## src/rtl/boot_ram_arbiter.sv

```systemverilog
// boot_ram_arbiter
//   Shares the four 8x2K boot SP RAM byte lanes (one 32-bit word per address)
//   between the CPU instruction-fetch port (i_*) and a data/loader port (d_*).
//   All lanes see one shared address/control set. Arbitration is combinational,
//   so a grant drives the RAM in the same cycle. The RAM answers one cycle
//   later, and the response is routed back to the port that owned the grant.
//
//   Optional feature macro: BOOT_RAM_LOCK_EN
//     When defined, a lock_set pulse sets a sticky write lock. Locked data
//     writes are still granted and acknowledged, but they touch no lane and
//     they return d_err=1. When undefined, lock_set is ignored and d_err is 0.
//
// Ports
//   clk, rst_n                 clock, asynchronous active-low reset
//   i_req/i_addr               fetch request and byte address
//   i_gnt                      fetch request accepted this cycle
//   i_rvalid/i_rdata           fetch response, one cycle after i_gnt
//   d_req/d_we/d_be/d_addr/d_wdata  data request (read or byte-enabled write)
//   d_gnt                      data request accepted this cycle
//   d_rvalid/d_rdata/d_err     data response, one cycle after d_gnt
//   lock_set                   write-lock set pulse (lock build only)
//   ram_ce/ram_oce/ram_reset/ram_wre/ram_ad/ram_din  shared lane controls
//   ram_dout                   concatenated lane read data
module boot_ram_arbiter #(
  parameter int ADDR_W     = 13,
  parameter int STARVE_MAX = 4,
  parameter int DATA_W     = 32
) (
  input  logic                clk,
  input  logic                rst_n,
  input  logic                i_req,
  input  logic [ADDR_W-1:0]   i_addr,
  output logic                i_gnt,
  output logic                i_rvalid,
  output logic [DATA_W-1:0]   i_rdata,
  input  logic                d_req,
  input  logic                d_we,
  input  logic [DATA_W/8-1:0] d_be,
  input  logic [ADDR_W-1:0]   d_addr,
  input  logic [DATA_W-1:0]   d_wdata,
  output logic                d_gnt,
  output logic                d_rvalid,
  output logic [DATA_W-1:0]   d_rdata,
  output logic                d_err,
  input  logic                lock_set,
  output logic [DATA_W/8-1:0] ram_ce,
  output logic                ram_oce,
  output logic                ram_reset,
  output logic                ram_wre,
  output logic [ADDR_W-3:0]   ram_ad,
  output logic [DATA_W-1:0]   ram_din,
  input  logic [DATA_W-1:0]   ram_dout
);

  localparam int CNT_W = $clog2(STARVE_MAX + 1);

  typedef enum logic [1:0] {IDLE, RESP_I, RESP_D} resp_state_t;

  resp_state_t      resp_state_p1, resp_state_nxt;
  logic             we_p1, we_nxt;
  logic             err_p1, err_nxt;
  logic [CNT_W-1:0] starve_cnt;
  logic             wr_block;
  logic             unused_bits;

  // The word address drops the byte offset; lock_set is only consumed in the
  // lock build.
  assign unused_bits = ^{i_addr[1:0], d_addr[1:0], lock_set};

  assign ram_oce   = 1'b1;
  assign ram_reset = 1'b0;

`ifdef BOOT_RAM_LOCK_EN
  logic lock_q;

  always_ff @(posedge clk or negedge rst_n) begin
    if (!rst_n)        lock_q <= 1'b0;
    else if (lock_set) lock_q <= 1'b1;
  end

  // A lock_set arriving with a write grant already blocks that write.
  assign wr_block = lock_q | lock_set;
`else
  assign wr_block = 1'b0;
`endif

  // ---- Stage p0: arbitration and RAM drive (combinational) ----
  // Grants are held off while reset is asserted so every output reads 0.
  always_comb begin
    d_gnt = rst_n && d_req && (!i_req || (starve_cnt == CNT_W'(STARVE_MAX)));
    i_gnt = rst_n && i_req && !d_gnt;
  end

  always_comb begin
    ram_ce         = '0;
    ram_wre        = 1'b0;
    ram_ad         = '0;
    ram_din        = '0;
    resp_state_nxt = IDLE;
    we_nxt         = 1'b0;
    err_nxt        = 1'b0;
    if (d_gnt) begin
      ram_ad         = d_addr[ADDR_W-1:2];
      resp_state_nxt = RESP_D;
      we_nxt         = d_we;
      if (d_we) begin
        ram_din = d_wdata;
        err_nxt = wr_block;
        if (!wr_block) begin
          ram_ce  = d_be;
          ram_wre = 1'b1;
        end
      end else begin
        ram_ce = '1;
      end
    end else if (i_gnt) begin
      ram_ad         = i_addr[ADDR_W-1:2];
      ram_ce         = '1;
      resp_state_nxt = RESP_I;
    end
  end

  // Data loses only to fetch; any other cycle (granted or idle) restarts the count.
  always_ff @(posedge clk or negedge rst_n) begin
    if (!rst_n) begin
      starve_cnt <= '0;
    end else if (d_req && !d_gnt) begin
      if (starve_cnt != CNT_W'(STARVE_MAX)) starve_cnt <= starve_cnt + CNT_W'(1);
    end else begin
      starve_cnt <= '0;
    end
  end

  // ---- Stage p1: response routing, aligned with RAM read data ----
  // Reset clears the owner, which drops any response still in flight.
  always_ff @(posedge clk or negedge rst_n) begin
    if (!rst_n) begin
      resp_state_p1 <= IDLE;
      we_p1         <= 1'b0;
      err_p1        <= 1'b0;
    end else begin
      resp_state_p1 <= resp_state_nxt;
      we_p1         <= we_nxt;
      err_p1        <= err_nxt;
    end
  end

  always_comb begin
    i_rvalid = (resp_state_p1 == RESP_I);
    d_rvalid = (resp_state_p1 == RESP_D);
    i_rdata  = i_rvalid ? ram_dout : '0;
    d_rdata  = (d_rvalid && !we_p1) ? ram_dout : '0;
    d_err    = d_rvalid && err_p1;
  end

endmodule
```

## config.mk

```make
export PLATFORM = sky130hd
export DESIGN_NAME = boot_ram_arbiter
export DESIGN_NICKNAME = d
export VERILOG_FILES = /design/src/rtl/boot_ram_arbiter.sv
export SDC_FILE = /design/constraint.sdc
export NUM_CORES = 1
export LEC_CHECK = 0
export ABC_AREA = 0
export BUFFER_PORTS_ARGS = -buffer_cell sky130_fd_sc_hd__buf_2
export CELL_PAD_IN_SITES_DETAIL_PLACEMENT = 0
export CELL_PAD_IN_SITES_GLOBAL_PLACEMENT = 1
export CORE_ASPECT_RATIO = 1.5
export CORE_MARGIN = 3
export CORE_UTILIZATION = 17
export CTS_BUF_LIST = sky130_fd_sc_hd__clkbuf_8 sky130_fd_sc_hd__clkbuf_16
export DETAILED_ROUTE_END_ITERATION = 7
export HOLD_SLACK_MARGIN = 0.05
export PLACE_DENSITY = 0.81
export SYNTH_ARGS = -nofsm -noshare
export SYNTH_HDL_FRONTEND = slang
export SYNTH_SLANG_ARGS = --single-unit
export TNS_END_PERCENT = 50
```

## constraint.sdc

```tcl
create_clock -name clk -period 1.75 [get_ports clk]
set_clock_uncertainty 0.15 [all_clocks]
set_input_delay 0.175 -clock clk [delete_from_list [all_inputs] [get_ports clk]]
set_output_delay 0.175 -clock clk [all_outputs]
set_load 0.005 [all_outputs]
```

==> impl_metrics.ini <==
[final_layout]
fin_area_um2 = 2840
final_common_cell = buf_2
final_cell_mix = buf_2, and2_1, nand2_1, nor3_1, nand3_1
synthToLayoutAreaGrowth_pct = 95.9
antenna_cells = 0
drive_gt1_frac = 0.572
nets = 541

[synth]
seq_area_frac_synth = 0.103
ys_types = 28
synth_cells = 236
synthesis.area_um2 = 1450
synth_edf_count = 0
yosys.area_share.adder = 0.0172
synth-simple-area-share = 0.617
ys_ff_latch = 6
syn_avg_cell_area_um2 = 6.15
synth-compound-area-share = 0.121
synthXorXnorAreaFrac = 0
synth_top_family_by_area = simple AND/OR/NAND/NOR gates
yosys_warnings = 0
ys.flop_type = dfrtp_1
async_reset_ff_frac = 1.00
synthMuxAreaShare = 0.0103

[timing]
max_slew_margin = 0.586
final.setup.tns_ns = -0.753
maxSlewViolCount = 0
hold_viol = 0
fmax_mhz = 556
setup_slack_ns = -0.0482
grt_setup_unrepaired = true
worst_slew_pin_slew_ns = 0.615
period_needed_ns = 1.80
setup_viol = 39
finalCritPeriodShare = 1.03

[setup_path]
r2r_start = starve_cnt[1]$_DFFE_PN0P_
critPathMaxFanout = 40
crit_required_ns = 1.42
crit_start = starve_cnt[1]$_DFFE_PN0P_
startpoint_type = register
critPathKind = reg2out
critical_path_arrival_ns = 1.47
end_kind = output pin

[floorplan]
start_util = 0.178
std_cell_rows = 40
coreArea_um2 = 8160
die_area_um2 = 9710
dieWidth_um = 81.4
die_height_um = 119
pin_count = 219

[drt]
remaining_drc_errors = 0
drtIter0Drc = 34
vias = 2391
routed_via_density = 4.41
dr.pass1.iters = 4
routed_wl_um = 7170
ant_nets = 0
wl_per_cell_um = 13.2

[outcome]
outcome = complete, but fails checks
violations = setup timing

[global_routing]
overflow = 0
antenna_found_initial = 2
grt_use_total = 0.135
grt_max_degree = 41
grt_pass1_vias = 2157
grt_pass1_wl_um = 10300

[clocking]
clockBufferDepth = 2
cts_sinks = 6
cts-root-buf = clkbuf_16
clk_latency_ns = 0.23
htreeDepth = 1
cts_tree = yes
cts.clk_slew.worst_paths_ns = 0.03
numCtsBuffers = 3

[hold_path]
hold_class = in2reg
min-delay-start = rst_n

[power]
p_int_mw = 0.696
p_leak_nw = 1.66
comb_power_share = 0.486
swShare = 0.321
max-vdd-ir-drop_v = 0.000266
switchingPower_mw = 0.328
pwr-share-seq = 0.149
power.density_nw_per_um2 = 360
clockPowerShare = 0.366

[place]
port_buffers = 210
dp_worst_setup_slack_ns = -0.000908
dp_hpwl_um = 6020
dpl_cell_area_um2 = 2640
gp_congestion = 0.727

[flow_run]
drv_cap = 0
[metrics by stage]
| stage | hold slack, ns | instances | total power, mW | utilization |
|---|---|---|---|---|
| floorplan | -0.271 | 237 | 0.378 | - |
| global placement | -0.00701 | 536 | 0.615 | 0.323 |
| detailed placement | -0.00236 | 536 | 0.622 | 0.323 |
| CTS | 0.201 | 542 | 1.02 | 0.341 |
| global route | 0.252 | 542 | 1.10 | 0.349 |
| finish | 0.203 | 542 | 1.02 | 0.349 |
[registers in the layout, summed over array words and instances, names as in the netlist]
signal / flops
starve_cnt: 3
we_p1: 1
resp_state_p1: 2
[power by group through the flow]
stage               sequential [mW]  clock [mW]  combinational, mW
global placement              0.153           0              0.462
floorplan                     0.152           0              0.226
CTS                           0.152       0.380              0.492
global route                  0.153       0.387              0.555
finish                        0.152       0.374              0.497
detailed placement            0.154           0              0.468
[area by class of cell]
| cell class | instances | area [um^2] |
|---|---|---|
| fillers | 883 | 5310 |
| repair buffers | 226 | 1230 |
| multi-input cells | 195 | 1230 |
| flip-flops and latches | 6 | 150 |
| well taps | 105 | 131 |
| clock buffers | 3 | 75.1 |
| inverters | 7 | 26.3 |
[Yosys cell counts (2+ instances only)]
cell | instances | area [um^2]
a41oi_1 | 4 | 35.0
and3_1 | 2 | 12.5
nor2_1 | 4 | 15.0
buf_2 | 11 | 55.1
and2_1 | 66 | 413
dfrtp_1 | 6 | 150
nand3_1 | 22 | 110
nor2b_1 | 2 | 12.5
clkbuf_1 | 10 | 37.5
nand2_1 | 35 | 131
nor3_1 | 32 | 160
ha_1 | 2 | 25.0
o32ai_1 | 2 | 17.5
inv_1 | 7 | 26.3
o22ai_1 | 11 | 68.8
buf_4 | 7 | 52.6
conb_1 | 2 | 7.51
[cells by family after synthesis]
family	after synthesis
other	2
and+or+nand+nor	168
adders and majority gates	2
buffers and inverters	36
muxes	1
AOI/OAI and AO/OA	21
DFF	6
[worst paths after layout]
path | to | slack [ns] | depth (start not counted)
worst max-delay path | ram_ad[4] | -0.05 | 6
worst min-delay path | starve_cnt[0]$_DFFE_PN0P_ | 0.20 | 3
worst max register to register | starve_cnt[2]$_DFFE_PN0P_ | 0.10 | 5
worst min register to register | starve_cnt[0]$_DFFE_PN0P_ | 0.53 | 3
max in group asynchronous | starve_cnt[1]$_DFFE_PN0P_ | 0.79 | 3
min in group asynchronous | starve_cnt[2]$_DFFE_PN0P_ | 0.42 | 3
[timing repair]
action	4_1_cts	5_1_grt
buffers inserted	2	0
setup endpoints to repair	50	50
gates resized for setup	11	11
pin swaps	1	3
hold buffers	1	0
hold endpoints to repair	6	0
[worst max-delay path, stage by stage, from the launching register on]
cell,delay (ns)
dfrtp_1,0.36
inv_2,0.06
ha_4,0.18
a21boi_4,0.16
buf_12,0.23
o22ai_1,0.09
buf_2,0.14
[layer usage]
layer  track usage  vias up  routed length (um)
met2         0.268      167                3690
met1         0.128     1029                2320
met3        0.0431        8                1070
li1              -     1183                   -
met5             0        -                  27
met4        0.0317        4                  62
(Power assumes the default switching activity.)
